`config.mk`:
```
export PLATFORM = sky130hd
export DESIGN_NAME = move_op_handler
export DESIGN_NICKNAME = d
export VERILOG_FILES = /design/src/rtl/move_op_handler.sv
export SDC_FILE = /design/constraint.sdc
export NUM_CORES = 1
export LEC_CHECK = 0
export BUFFER_PORTS_ARGS = -buffer_cell sky130_fd_sc_hd__buf_2
export CORE_ASPECT_RATIO = 0.75
export CORE_MARGIN = 8
export CORE_UTILIZATION = 34
export DETAILED_ROUTE_END_ITERATION = 8
export GPL_TIMING_DRIVEN = 0
export SETUP_SLACK_MARGIN = 0.4
export SLEW_MARGIN = 15
export SYNTH_ARGS = -nofsm -noshare
export SYNTH_HDL_FRONTEND = slang
export SYNTH_SLANG_ARGS = --single-unit
```
`constraint.sdc`:
```
create_clock -name clk -period 8.8 [get_ports clk]
set_input_delay 0 -clock clk [delete_from_list [all_inputs] [get_ports clk]]
set_output_delay 0 -clock clk [all_outputs]
set_load 0.01 [all_outputs]
```
`src/rtl/move_op_handler.sv`:
```
// move_op_handler: runs one move operation in two axes. The block computes a
// target position (absolute argument, or the current position plus a relative
// argument with wrap-around), asks the motors for |target - cur| pulses in the
// sign direction, waits for them to finish (with an optional timeout), and then
// reports the new position.
//
// Ports:
//   clk, reset (async, active low), clk_en (state advances only when 1)
//   trigger, abs_mode, arg_x/arg_y, cur_x/cur_y   : operation request
//   rdy, done, err                                : handshake and status
//   motors_trigger, motors_pulse_num_x/_y,
//   motors_dir_x/_y (1 = negative), motors_done   : motor interface
//   pos_new_x/_y, pos_update                      : updated position strobe
module move_op_handler #(
  parameter int POS_X_BITS     = 12,
  parameter int POS_Y_BITS     = 12,
  parameter int TIMEOUT_CYCLES = 0
) (
  input  logic                  clk,
  input  logic                  reset,
  input  logic                  clk_en,
  input  logic                  trigger,
  input  logic                  abs_mode,
  input  logic [POS_X_BITS-1:0] arg_x,
  input  logic [POS_Y_BITS-1:0] arg_y,
  input  logic [POS_X_BITS-1:0] cur_x,
  input  logic [POS_Y_BITS-1:0] cur_y,
  output logic                  rdy,
  output logic                  done,
  output logic                  err,
  output logic                  motors_trigger,
  output logic [POS_X_BITS-1:0] motors_pulse_num_x,
  output logic [POS_Y_BITS-1:0] motors_pulse_num_y,
  output logic                  motors_dir_x,
  output logic                  motors_dir_y,
  input  logic                  motors_done,
  output logic [POS_X_BITS-1:0] pos_new_x,
  output logic [POS_Y_BITS-1:0] pos_new_y,
  output logic                  pos_update
);

  localparam int XW = POS_X_BITS;
  localparam int YW = POS_Y_BITS;

  // Timeout counter counts 0 .. TIMEOUT_CYCLES-1 across enabled WAIT cycles.
  localparam bit          TMO_EN = (TIMEOUT_CYCLES > 0);
  localparam int unsigned TW     = (TIMEOUT_CYCLES > 1) ? $clog2(TIMEOUT_CYCLES) : 1;
  localparam logic [TW-1:0] TLAST = TW'((TIMEOUT_CYCLES > 0) ? TIMEOUT_CYCLES - 1 : 0);

  typedef enum logic [2:0] {
    S_IDLE,
    S_CALC,
    S_DRIVE,
    S_WAIT,
    S_UPDATE,
    S_DONE
  } state_t;

  state_t state;

  // Request captured at accept time
  logic          abs_q;
  logic [XW-1:0] arg_x_q, cur_x_q;
  logic [YW-1:0] arg_y_q, cur_y_q;

  // Results registered in CALC
  logic [XW-1:0] tgt_x_q, pulse_x_q;
  logic [YW-1:0] tgt_y_q, pulse_y_q;
  logic          dir_x_q, dir_y_q;
  logic [TW-1:0] tmo_cnt;

  // Combinational move calculation from the captured request
  logic [XW-1:0] tgt_x_c, pulse_x_c;
  logic [YW-1:0] tgt_y_c, pulse_y_c;
  logic [XW:0]   delta_x_c;
  logic [YW:0]   delta_y_c;

  always_comb begin
    // Relative targets wrap naturally at the coordinate width.
    tgt_x_c   = abs_q ? arg_x_q : arg_x_q + cur_x_q;
    tgt_y_c   = abs_q ? arg_y_q : arg_y_q + cur_y_q;
    // One extra bit so the difference of two signed coordinates never overflows.
    delta_x_c = {tgt_x_c[XW-1], tgt_x_c} - {cur_x_q[XW-1], cur_x_q};
    delta_y_c = {tgt_y_c[YW-1], tgt_y_c} - {cur_y_q[YW-1], cur_y_q};
    // |delta| < 2^W, so negating only the low W bits gives the exact magnitude.
    pulse_x_c = delta_x_c[XW] ? (~delta_x_c[XW-1:0] + 1'b1) : delta_x_c[XW-1:0];
    pulse_y_c = delta_y_c[YW] ? (~delta_y_c[YW-1:0] + 1'b1) : delta_y_c[YW-1:0];
  end

  always_ff @(posedge clk or negedge reset) begin
    if (!reset) begin
      state     <= S_IDLE;
      abs_q     <= 1'b0;
      arg_x_q   <= '0;
      arg_y_q   <= '0;
      cur_x_q   <= '0;
      cur_y_q   <= '0;
      tgt_x_q   <= '0;
      tgt_y_q   <= '0;
      pulse_x_q <= '0;
      pulse_y_q <= '0;
      dir_x_q   <= 1'b0;
      dir_y_q   <= 1'b0;
      tmo_cnt   <= '0;
      err       <= 1'b0;
    end else if (clk_en) begin
      case (state)
        S_IDLE: begin
          if (trigger) begin
            abs_q   <= abs_mode;
            arg_x_q <= arg_x;
            arg_y_q <= arg_y;
            cur_x_q <= cur_x;
            cur_y_q <= cur_y;
            err     <= 1'b0;
            state   <= S_CALC;
          end
        end
        S_CALC: begin
          tgt_x_q   <= tgt_x_c;
          tgt_y_q   <= tgt_y_c;
          pulse_x_q <= pulse_x_c;
          pulse_y_q <= pulse_y_c;
          dir_x_q   <= delta_x_c[XW];
          dir_y_q   <= delta_y_c[YW];
          // A zero move skips the motors entirely.
          if (pulse_x_c == '0 && pulse_y_c == '0) state <= S_UPDATE;
          else                                     state <= S_DRIVE;
        end
        S_DRIVE: begin
          tmo_cnt <= '0;
          state   <= S_WAIT;
        end
        S_WAIT: begin
          // motors_done wins over a timeout expiring in the same cycle.
          if (motors_done) begin
            state <= S_UPDATE;
          end else if (TMO_EN && tmo_cnt == TLAST) begin
            err   <= 1'b1;
            state <= S_DONE;
          end else begin
            tmo_cnt <= tmo_cnt + 1'b1;
          end
        end
        S_UPDATE: state <= S_DONE;
        S_DONE:   state <= S_IDLE;
        default:  state <= S_IDLE;
      endcase
    end
  end

  assign rdy                = (state == S_IDLE);
  assign motors_trigger     = (state == S_DRIVE);
  assign pos_update         = (state == S_UPDATE);
  assign done               = (state == S_DONE);
  assign motors_pulse_num_x = pulse_x_q;
  assign motors_pulse_num_y = pulse_y_q;
  assign motors_dir_x       = dir_x_q;
  assign motors_dir_y       = dir_y_q;
  assign pos_new_x          = tgt_x_q;
  assign pos_new_y          = tgt_y_q;

endmodule

```
# Yosys cells after proc, flatten, opt, wreduce, memory -nomap -nowiden
# Index checks and enable logic that the tools add are counted.
totals:
  ff_bits: 102
  latchBits: 0
  ram_bits: 0
  rom_bits: 0
  inputBits: 54
  output_inout_bits: 55
  word_cells: 42
  n_memories: 0
classes:
  n_addsub: 6
  n_mul: 0
  div_mod_pow: 0
  order_cmp: 0
  eq_ne: 7
  shifts: 0
  muxes: 8
  n_bitwise: 2
  reduce_logical: 7
ops:
  columns: ["operator", "n"]
  rows:
  - ["$mux 12", 4]
  - ["$sub 12x12->13", 2]
  - ["$add 12x1->12 const B", 2]
  - ["$add 12x12->12", 2]
  - ["$logic_not 12->1", 2]
  - ["$not 12->12", 2]
  - ["$pmux 3 s5", 1]
  - ["$mux 3", 3]
  - ["$eq 3x2->1 const B", 2]
  - ["$eq 3x3->1 const B", 2]
  - ["$reduce_and 3->1", 2]
  - ["$ne 2x2->1 const B", 2]
  - ["$eq 3x1->1 const B", 1]
  - ["$logic_not 3->1", 1]
  - ["$reduce_and 2->1", 1]
  - ["$logic_and 1x1->1", 1]

# Depth between registers and ports, before layout
# Gate-level depths: netlist of the first run.
depth:
  depth_word: 10
  mapped_depth: 24

# Worst setup path after synthesis of the first run
# Ideal clock, no wire load.
synth_path:
  path_kind: "register -> register"
  from: "register cur_y_q[0]"
  to: "register state[1]"
  setup_ns: 0.129
  arrival_ns: 4.382
  setup_slack_ns: 4.289
  stages_incl_launch_ff: 24
  period_less_slack_ns: 4.511
  path_cell_list: "dfrtp_1 ha_1 inv_1 fa_1 nor2b_1 o21ai_0 a21boi_0 o21ai_0 nand2b_1 a21o_1 a21o_1 xnor2_1 o21ai_0 ha_1 nand2_1 o31a_1 a311o_1 a31oi_2 clkbuf_1 a21oi_1 xor2_1 nand4_1 nor4_2 o21ai_1"
synth_between:
  elab_chain_len: 10
synth_lines:
  columns: ["element", "line", "source"]
  rows:
  - ["start: declaration", "64", "logic [YW-1:0] arg_y_q, cur_y_q;"]
  - ["start signal: assignment", "114", "cur_y_q <= cur_y;"]
  - ["$add 12x12->12 (*)", "81", "tgt_y_c = abs_q ? arg_y_q : arg_y_q + cur_y_q;"]
  - ["$mux 12 (*)", "81", null]
  - ["net tgt_y_c[8]", "74", "logic [YW-1:0] tgt_y_c, pulse_y_c;"]
  - ["$sub 12x12->13 (*)", "84", "delta_y_c = {tgt_y_c[YW-1], tgt_y_c} - {cur_y_q[YW-1], cur_y_q};"]
  - ["$not 12->12", "87", "pulse_y_c = delta_y_c[YW] ? (~delta_y_c[YW-1:0] + 1'b1) : delta_y_c[YW-1:0];"]
  - ["$add 12x1->12", "87", null]
  - ["$mux 12 (*)", "87", null]
  - ["$logic_not 12->1 (*)", "127", "if (pulse_x_c == '0 && pulse_y_c == '0) state <= S_UPDATE;"]
  - ["$logic_and 1x1->1 (*)", "127", null]
  - ["$mux 3 (*)", "127", null]
  - ["$pmux 3 s5 (*)", "107", "case (state)"]
  - ["end signal: assignment", "127", null]
  - ["end signal: assignment", "128", "else state <= S_DRIVE;"]
  - ["end signal: assignment", "132", "state <= S_WAIT;"]
  - ["end: declaration", "59", "state_t state;"]
# Mark *: on every way through the listed nets, which the timed path passes. The rest lies on a longest branch.
# A chain may end at the register's enable or synchronous reset.

# Final worst setup path of the first run
layout_path:
  from: "register cur_x_q[0]"
  to: "register state[1]"
layout_between:
  elab_chain_len: 10
layout_lines:
  columns: ["element", "line", "source"]
  rows:
  - ["start: declaration", "63", "logic [XW-1:0] arg_x_q, cur_x_q;"]
  - ["start signal: assignment", "113", "cur_x_q <= cur_x;"]
  - ["$add 12x12->12 (*)", "80", "tgt_x_c = abs_q ? arg_x_q : arg_x_q + cur_x_q;"]
  - ["$mux 12 (*)", "80", null]
  - ["net tgt_x_c[6]", "73", "logic [XW-1:0] tgt_x_c, pulse_x_c;"]
  - ["$sub 12x12->13 (*)", "83", "delta_x_c = {tgt_x_c[XW-1], tgt_x_c} - {cur_x_q[XW-1], cur_x_q};"]
  - ["$not 12->12", "86", "pulse_x_c = delta_x_c[XW] ? (~delta_x_c[XW-1:0] + 1'b1) : delta_x_c[XW-1:0];"]
  - ["$add 12x1->12", "86", null]
  - ["$mux 12 (*)", "86", null]
  - ["$logic_not 12->1 (*)", "127", null]
  - ["$logic_and 1x1->1 (*)", "127", null]
  - ["$mux 3 (*)", "127", null]
  - ["$pmux 3 s5 (*)", "107", null]
# Marked as above.

==> flow_results.xml, run 1 <==
<?xml version="1.0" encoding="UTF-8"?>
<metrics>
  <group name="status">
    <metric name="outcome" unit="">finished, final reports clean</metric>
  </group>
  <group name="layout">
    <metric name="antenna_cells" unit="">0</metric>
    <metric name="final_layout_size_suffix_gt1_share" unit="%">18.2</metric>
    <metric name="nets" unit="">1100</metric>
    <metric name="mostFrequentLayoutCell" unit="">sky130_fd_sc_hd__nand2_1</metric>
    <metric name="area_growth_syn_to_layout" unit="%">24.6</metric>
    <metric name="layout.cells.most_common_list" unit="">sky130_fd_sc_hd__nand2_1, sky130_fd_sc_hd__buf_2, sky130_fd_sc_hd__dfrtp_1</metric>
  </group>
  <group name="place">
    <metric name="post-dp-hpwl" unit="um">16500</metric>
    <metric name="io_buffers" unit="">107</metric>
    <metric name="globalplace.congestion" unit="">0.892</metric>
  </group>
  <group name="clocking">
    <metric name="insertion_delay" unit="ns">0.36</metric>
    <metric name="clock_root_buffer" unit="">sky130_fd_sc_hd__clkbuf_16</metric>
    <metric name="cts_tree" unit="">yes</metric>
    <metric name="path_clk_slew" unit="ns">0.07</metric>
    <metric name="clock_sink_count" unit="">102</metric>
    <metric name="htree_levels" unit="">3</metric>
    <metric name="postCtsSetupRepairBufs" unit="">0</metric>
    <metric name="cts-hold-fix-buffers" unit="">52</metric>
    <metric name="numCtsBuffers" unit="">9</metric>
    <metric name="cts-root-to-sink-buffers" unit="">2</metric>
    <metric name="cts_repair_resize_count" unit="">0</metric>
  </group>
  <group name="timing">
    <metric name="final_hold_viol_count" unit="">0</metric>
    <metric name="finalSetupViolations" unit="">0</metric>
    <metric name="worst-slew-pin-transition" unit="ns">0.992</metric>
    <metric name="min_period" unit="ns">5.68</metric>
    <metric name="worst_max_slew_margin_expressed_relative_to_the_limit" unit="%">33.4</metric>
    <metric name="clock_skew" unit="ns">0.0129</metric>
    <metric name="fin_crit_sh" unit="%">64.5</metric>
    <metric name="rsz0062_at_grt" unit="">no</metric>
    <metric name="hold_slack" unit="ns">0.0144</metric>
    <metric name="max_clock_freq" unit="MHz">176</metric>
    <metric name="totalNegativeSetupSlack" unit="ns">0</metric>
    <metric name="slew_violations" unit="">0</metric>
  </group>
  <group name="logic_synthesis">
    <metric name="synthesized_area_divided_by_synthesized_cell_count" unit="um2">8.74</metric>
    <metric name="yosys_warnings" unit="">0</metric>
    <metric name="postSynth.topFlopCell" unit="">sky130_fd_sc_hd__dfrtp_1</metric>
    <metric name="syn_nets" unit="">929</metric>
    <metric name="synth.largest_area_cell" unit="">sky130_fd_sc_hd__dfrtp_1</metric>
    <metric name="synth.area.top_cells" unit="">sky130_fd_sc_hd__dfrtp_1, sky130_fd_sc_hd__ha_1, sky130_fd_sc_hd__nand2_1</metric>
    <metric name="yosysUniqueCellTypes" unit="">81</metric>
    <metric name="async_flop_share" unit="%">100</metric>
    <metric name="yosys.area.top_type_share" unit="%">35.6</metric>
    <metric name="yosys_register_bits" unit="">102</metric>
    <metric name="synth_area" unit="um2">7180</metric>
    <metric name="edff_count_synth" unit="">0</metric>
    <metric name="seq_area_frac_synth" unit="%">35.6</metric>
    <metric name="synth_cells" unit="">821</metric>
  </group>
  <group name="worst_setup_path">
    <metric name="critPathRequiredTime" unit="ns">9.03</metric>
    <metric name="timing_worst_setup_path_type" unit="">flip-flop to flip-flop</metric>
    <metric name="crit_family" unit="">compound AO/OA/AOI/OAI gates</metric>
    <metric name="path_depth" unit="">21</metric>
    <metric name="worst_path_largest_cell_delay" unit="ns">0.82</metric>
    <metric name="cp_num_buf_inv" unit="">2</metric>
    <metric name="crit_arrival" unit="ns">5.91</metric>
    <metric name="critPathSlowestCell" unit="">sky130_fd_sc_hd__a211oi_1</metric>
    <metric name="worstSetupStartpoint" unit="">cur_x_q[0]$_DFFE_PN0P_</metric>
    <metric name="cp_common_cell" unit="">sky130_fd_sc_hd__o21ai_0</metric>
    <metric name="ff2ff_path_depth" unit="">21</metric>
    <metric name="crit_path_end_kind" unit="">flip-flop</metric>
    <metric name="critPathMaxFanout" unit="">8</metric>
    <metric name="timing.rr.start" unit="">cur_x_q[0]$_DFFE_PN0P_</metric>
    <metric name="path_cells" unit="">ha_1 -&gt; inv_1 -&gt; fa_1 -&gt; nor2b_1 -&gt; o21ai_0 -&gt; a21boi_0 -&gt; o21ai_0 -&gt; nand2b_1 -&gt; xnor2_1 -&gt; o21ai_0 -&gt; ha_1 -&gt; clkbuf_1 -&gt; o21a_1 -&gt; o22ai_1 -&gt; a211oi_1 -&gt; o211ai_2 -&gt; nor3_1 -&gt; nor4_1 -&gt; o22a_1 -&gt; nor4_2 -&gt; o21ai_1</metric>
    <metric name="startpoint_type" unit="">flip-flop</metric>
  </group>
  <group name="die">
    <metric name="rows" unit="">46</metric>
    <metric name="ioPinCount" unit="">109</metric>
    <metric name="fp.dieW" unit="um">184</metric>
    <metric name="initial_standard_cell_utilization_of_the_core" unit="%">34.3</metric>
    <metric name="die_area" unit="um2">26100</metric>
    <metric name="fp.dieH" unit="um">142</metric>
    <metric name="placeableCoreArea" unit="um2">21000</metric>
  </group>
  <group name="drt">
    <metric name="wirelength_met1" unit="um">11400</metric>
    <metric name="topRoutingLayerUsed" unit="">met4</metric>
    <metric name="drcViolationCount" unit="">0</metric>
    <metric name="routed-wl-met3" unit="um">1220</metric>
    <metric name="vias" unit="">6457</metric>
    <metric name="avgViaCountPerCell" unit="">5.02</metric>
    <metric name="drtAntennaViolNets" unit="">0</metric>
    <metric name="routed_wirelength" unit="um">21200</metric>
    <metric name="firstDrtPassIters" unit="">5</metric>
    <metric name="met2_wirelength" unit="um">8110</metric>
    <metric name="drt-wirelength-per-cell" unit="um">16.5</metric>
    <metric name="starting_drc_count_in_detailed_routing" unit="">541</metric>
  </group>
  <group name="grt">
    <metric name="via_count_of_the_first_global_routing_pass" unit="">6337</metric>
    <metric name="grt_first_pass_wirelength" unit="um">34200</metric>
    <metric name="grtUsageTotal" unit="%">16.5</metric>
    <metric name="grt_antenna_before_repair" unit="">0</metric>
    <metric name="gr-total-overflow" unit="">0</metric>
    <metric name="maximum_number_of_pins_on_one_net_before_global_route_repair" unit="">60</metric>
  </group>
  <group name="run">
    <metric name="cap_violations" unit="">0</metric>
  </group>
  <group name="hold_path">
    <metric name="type_of_the_worst_min_delay_path" unit="">primary input to flip-flop</metric>
    <metric name="worst_hold_path_startpoint" unit="">motors_done</metric>
    <metric name="hold_path_depth" unit="">4</metric>
  </group>
</metrics>
## kinds of logic after synthesis
family | Yosys count | share of synthesized area [%]
other cells | 1 | 0.0522
simple gates | 276 | 18.2
buf+inv | 82 | 4.53
xor+xnor | 54 | 6.80
flops | 102 | 35.6
fa+ha+maj | 54 | 9.83
compound gates | 211 | 18.7
mux | 41 | 6.31
## cell usage after synthesis, types with 4 or more instances
master,count
sky130_fd_sc_hd__xnor2_1,29
sky130_fd_sc_hd__xor2_1,23
sky130_fd_sc_hd__clkbuf_1,30
sky130_fd_sc_hd__o21ai_0,91
sky130_fd_sc_hd__nand2b_1,9
sky130_fd_sc_hd__nor4_1,5
sky130_fd_sc_hd__o211ai_1,4
sky130_fd_sc_hd__and3_1,13
sky130_fd_sc_hd__fa_1,4
sky130_fd_sc_hd__nor2b_1,11
sky130_fd_sc_hd__a21oi_1,33
sky130_fd_sc_hd__nor2_1,38
sky130_fd_sc_hd__a211oi_1,5
sky130_fd_sc_hd__nand3_1,12
sky130_fd_sc_hd__nand2_1,138
sky130_fd_sc_hd__o21a_1,5
sky130_fd_sc_hd__or3_1,7
sky130_fd_sc_hd__mux2_2,34
sky130_fd_sc_hd__a21o_1,12
sky130_fd_sc_hd__dfrtp_1,102
sky130_fd_sc_hd__nand4_1,5
sky130_fd_sc_hd__ha_1,50
sky130_fd_sc_hd__o22ai_1,4
sky130_fd_sc_hd__a31oi_1,7
sky130_fd_sc_hd__or2_1,5
sky130_fd_sc_hd__nor3_1,13
sky130_fd_sc_hd__inv_1,45
sky130_fd_sc_hd__mux2i_1,7
## per-layer routing
layer	GRT usage (%)	vias up
met5	0	-
met4	4.49	0
met2	22.3	182
li1	-	3232
met1	25.4	3020
met3	3.76	23
## cell type report
class                           count  area, um2
Buffer                             37        156
Tap cell                          288        360
Multi-Input combinational cell    637       4300
Timing Repair Buffer              160       1090
Sequential cell                   102       2550
Clock inverter                      6       76.3
Fill cell                        2170      12000
Clock buffer                       10        239
Inverter                           45        169
## final timing paths
kind                                                endpoint  slack (ns)
setup / recovery                        state[1]$_DFFE_PN0P_        3.12
hold / removal                          state[1]$_DFFE_PN0P_        0.01
setup reg to reg                        state[1]$_DFFE_PN0P_        3.12
hold reg to reg                     pos_new_x[3]$_DFFE_PN0P_        0.47
max in group asynchronous             cur_x_q[7]$_DFFE_PN0P_        7.99
min in group asynchronous  motors_pulse_num_y[5]$_DFFE_PN0P_        0.15
## state kept, by name, summed over array words and instances, names as in the netlist
| signal | flops |
|---|---|
| motors_dir_x | 1 |
| cur_x_q | 12 |
| motors_dir_y | 1 |
| arg_y_q | 12 |
| motors_pulse_num_y | 12 |
| pos_new_y | 12 |
| state | 3 |
| arg_x_q | 12 |
| pos_new_x | 12 |
| motors_pulse_num_x | 12 |
| abs_q | 1 |
| cur_y_q | 12 |
## through the flow
stage                     std cells  setup WS (ns)  utilization [%]  instance area (um2)
final                          1285           3.12             42.7                 8940
after global routing           1285           2.63             42.7                 8940
after CTS                      1285           3.29             42.7                 8940
after detailed placement       1217           3.31             38.7                 8110
after global placement         1216           3.36             38.5                 8070
after floorplan                 821           4.29                -                 7180
## tightest hold or removal path, cell delays in order
cell and delay (ns):
sky130_fd_sc_hd__buf_2 0.10, sky130_fd_sc_hd__a21oi_1 0.06, sky130_fd_sc_hd__a21oi_1 0.10, sky130_fd_sc_hd__o21ai_1 0.07
Power of run 1 is not shown: default switching activity piles up to over one toggle a cycle in this logic, so the estimate is an artifact.
==> inputs of run 2 (changes only) <==
==> constraint.sdc (replaced) <==
create_clock -name clk -period 5.3 [get_ports clk]
set_input_delay 0 -clock clk [delete_from_list [all_inputs] [get_ports clk]]
set_output_delay 0 -clock clk [all_outputs]
set_load 0.01 [all_outputs]
==> run 2 against run 1 <==
Against the previous run: final cell count rose by 1.2%; largest cell class unchanged; core utilization is 1.5 points higher; via count up 0.88%; global-route usage increased by 0.24 points; critical path type unchanged.
==> flow_results.xml, run 2 (synthesis gave the netlist of run 1 again) <==
<?xml version="1.0" encoding="UTF-8"?>
<metrics>
  <group name="status">
    <metric name="outcome" unit="">finished, final reports clean</metric>
  </group>
  <group name="timing">
    <metric name="min_period" unit="ns">4.84</metric>
    <metric name="fin_crit_sh" unit="%">91.4</metric>
    <metric name="final.setup.worst_slack" unit="ns">0.455</metric>
    <metric name="slew_violations" unit="">0</metric>
    <metric name="worst-slew-pin-transition" unit="ns">0.896</metric>
    <metric name="final_hold_viol_count" unit="">0</metric>
    <metric name="max_clock_freq" unit="MHz">206</metric>
    <metric name="finalSetupViolations" unit="">0</metric>
    <metric name="clock_skew" unit="ns">0.0122</metric>
    <metric name="rsz0062_at_grt" unit="">yes</metric>
    <metric name="totalNegativeSetupSlack" unit="ns">0</metric>
    <metric name="worst_max_slew_margin_expressed_relative_to_the_limit" unit="%">38.7</metric>
  </group>
  <group name="drt">
    <metric name="drtAntennaViolNets" unit="">0</metric>
    <metric name="avgViaCountPerCell" unit="">5.01</metric>
    <metric name="routed_wirelength" unit="um">21700</metric>
    <metric name="drcViolationCount" unit="">0</metric>
    <metric name="vias" unit="">6514</metric>
    <metric name="firstDrtPassIters" unit="">4</metric>
    <metric name="starting_drc_count_in_detailed_routing" unit="">568</metric>
    <metric name="drt-wirelength-per-cell" unit="um">16.7</metric>
  </group>
  <group name="clocking">
    <metric name="cts_tree" unit="">yes</metric>
    <metric name="numCtsBuffers" unit="">9</metric>
    <metric name="htree_levels" unit="">3</metric>
    <metric name="clock_root_buffer" unit="">sky130_fd_sc_hd__clkbuf_16</metric>
    <metric name="cts-root-to-sink-buffers" unit="">2</metric>
    <metric name="clock_sink_count" unit="">102</metric>
    <metric name="path_clk_slew" unit="ns">0.07</metric>
    <metric name="insertion_delay" unit="ns">0.36</metric>
  </group>
  <group name="grt">
    <metric name="maximum_number_of_pins_on_one_net_before_global_route_repair" unit="">60</metric>
    <metric name="grt_antenna_before_repair" unit="">0</metric>
    <metric name="grtUsageTotal" unit="%">16.8</metric>
    <metric name="gr-total-overflow" unit="">0</metric>
    <metric name="via_count_of_the_first_global_routing_pass" unit="">6434</metric>
    <metric name="grt_first_pass_wirelength" unit="um">34700</metric>
  </group>
  <group name="layout">
    <metric name="antenna_cells" unit="">0</metric>
    <metric name="mostFrequentLayoutCell" unit="">sky130_fd_sc_hd__nand2_1</metric>
    <metric name="nets" unit="">1115</metric>
    <metric name="final_layout_size_suffix_gt1_share" unit="%">23.1</metric>
    <metric name="layout.cells.most_common_list" unit="">sky130_fd_sc_hd__nand2_1, sky130_fd_sc_hd__buf_2, sky130_fd_sc_hd__dfrtp_1</metric>
    <metric name="final_design_area_no_fill" unit="um2">9260</metric>
    <metric name="area_growth_syn_to_layout" unit="%">29.0</metric>
    <metric name="postLayoutCoreUtil" unit="%">44.2</metric>
  </group>
  <group name="worst_setup_path">
    <metric name="cp_common_cell" unit="">sky130_fd_sc_hd__o21ai_1</metric>
    <metric name="critPathMaxFanout" unit="">6</metric>
    <metric name="crit_arrival" unit="ns">5.07</metric>
    <metric name="timing_worst_setup_path_type" unit="">flip-flop to flip-flop</metric>
    <metric name="startpoint_type" unit="">flip-flop</metric>
    <metric name="cp_num_buf_inv" unit="">1</metric>
    <metric name="critPathSlowestCell" unit="">sky130_fd_sc_hd__fa_2</metric>
    <metric name="crit_family" unit="">compound AO/OA/AOI/OAI gates</metric>
    <metric name="worst_path_largest_cell_delay" unit="ns">0.41</metric>
    <metric name="path_cells" unit="">ha_2 -&gt; inv_2 -&gt; fa_2 -&gt; nor2b_1 -&gt; o21ai_1 -&gt; a21boi_1 -&gt; o21ai_1 -&gt; nand2b_1 -&gt; a21o_1 -&gt; a21o_1 -&gt; xnor2_1 -&gt; o21ai_2 -&gt; ha_4 -&gt; nand2_1 -&gt; o31a_1 -&gt; a311o_1 -&gt; a31oi_4 -&gt; mux2i_2 -&gt; and3_1 -&gt; and3_1 -&gt; nand4_1 -&gt; nor4_4 -&gt; o21ai_1</metric>
    <metric name="crit_path_end_kind" unit="">flip-flop</metric>
    <metric name="critPathRequiredTime" unit="ns">5.53</metric>
  </group>
  <group name="die">
    <metric name="placeableCoreArea" unit="um2">21000</metric>
    <metric name="die_area" unit="um2">26100</metric>
    <metric name="ioPinCount" unit="">109</metric>
    <metric name="fp.dieH" unit="um">142</metric>
    <metric name="rows" unit="">46</metric>
    <metric name="initial_standard_cell_utilization_of_the_core" unit="%">34.3</metric>
    <metric name="fp.dieW" unit="um">184</metric>
  </group>
  <group name="place">
    <metric name="io_buffers" unit="">107</metric>
    <metric name="post-dp-hpwl" unit="um">16500</metric>
    <metric name="dpl-instance-area" unit="um2">8110</metric>
    <metric name="globalplace.congestion" unit="">0.892</metric>
    <metric name="detailedPlace.worstSlack" unit="ns">-0.186</metric>
  </group>
  <group name="run">
    <metric name="cap_violations" unit="">0</metric>
  </group>
  <group name="hold_path">
    <metric name="type_of_the_worst_min_delay_path" unit="">primary input to flip-flop</metric>
  </group>
</metrics>
run 2: final cells by class:
| class | instances | area [um2] |
|---|---|---|
| Clock inverter | 6 | 76.3 |
| Inverter | 45 | 169 |
| Tap cell | 288 | 360 |
| Sequential cell | 102 | 2550 |
| Clock buffer | 10 | 239 |
| Fill cell | 2147 | 11700 |
| Buffer | 37 | 165 |
| Timing Repair Buffer | 175 | 1200 |
| Multi-Input combinational cell | 637 | 4500 |
run 2: timing repair:
action                                 in CTS  in global routing
endpoints found under the hold margin     118                  0
pin swaps                                   4                 22
buffers inserted                            6                  9
hold buffers                               52                  0
gates resized for setup                    23                 40
setup endpoints to repair                  10                  8
run 2: path summary, 6_finish.rpt:
| kind | from | to | slack (ns) | cells past startpoint |
|---|---|---|---|---|
| max | arg_y_q[0]$_DFFE_PN0P_ | state[1]$_DFFE_PN0P_ | 0.46 | 23 |
| min | motors_done | state[1]$_DFFE_PN0P_ | 0.02 | 4 |
| max reg2reg | arg_y_q[0]$_DFFE_PN0P_ | state[1]$_DFFE_PN0P_ | 0.46 | 23 |
| min reg2reg | pos_new_x[3]$_DFFE_PN0P_ | pos_new_x[3]$_DFFE_PN0P_ | 0.47 | 2 |
| max in group asynchronous | reset | pos_new_y[11]$_DFFE_PN0P_ | 4.48 | 3 |
| min in group asynchronous | reset | motors_pulse_num_y[5]$_DFFE_PN0P_ | 0.16 | 2 |
run 2: layer usage:
| metal | vias up | routed length, um | GRT usage (%) |
|---|---|---|---|
| met2 | 164 | 8460 | 23.2 |
| met4 | 0 | 414 | 4.28 |
| li1 | 3256 | - | - |
| met5 | - | 0 | 0 |
| met1 | 3071 | 11600 | 25.5 |
| met3 | 23 | 1200 | 3.76 |
run 2: metrics by stage:
stage	instances	hold slack, ns
floorplan	821	-0.296
global placement	1216	0.207
detailed placement	1217	-0.0394
CTS	1291	0.00248
global route	1300	0.0915
finish	1300	0.0151
run 2: worst reg2reg max path, cell delays in order, from the launching register on:
cell	delay, ns
sky130_fd_sc_hd__dfrtp_1	0.39
sky130_fd_sc_hd__ha_2	0.21
sky130_fd_sc_hd__inv_2	0.04
sky130_fd_sc_hd__fa_2	0.41
sky130_fd_sc_hd__nor2b_1	0.13
sky130_fd_sc_hd__o21ai_1	0.10
sky130_fd_sc_hd__a21boi_1	0.19
sky130_fd_sc_hd__o21ai_1	0.08
sky130_fd_sc_hd__nand2b_1	0.11
sky130_fd_sc_hd__a21o_1	0.12
sky130_fd_sc_hd__a21o_1	0.15
sky130_fd_sc_hd__xnor2_1	0.14
sky130_fd_sc_hd__o21ai_2	0.12
sky130_fd_sc_hd__ha_4	0.30
sky130_fd_sc_hd__nand2_1	0.05
sky130_fd_sc_hd__o31a_1	0.31
sky130_fd_sc_hd__a311o_1	0.36
sky130_fd_sc_hd__a31oi_4	0.32
sky130_fd_sc_hd__mux2i_2	0.30
sky130_fd_sc_hd__and3_1	0.18
sky130_fd_sc_hd__and3_1	0.15
sky130_fd_sc_hd__nand4_1	0.16
sky130_fd_sc_hd__nor4_4	0.30
sky130_fd_sc_hd__o21ai_1	0.11
Power of run 2 is left out for the same reason.
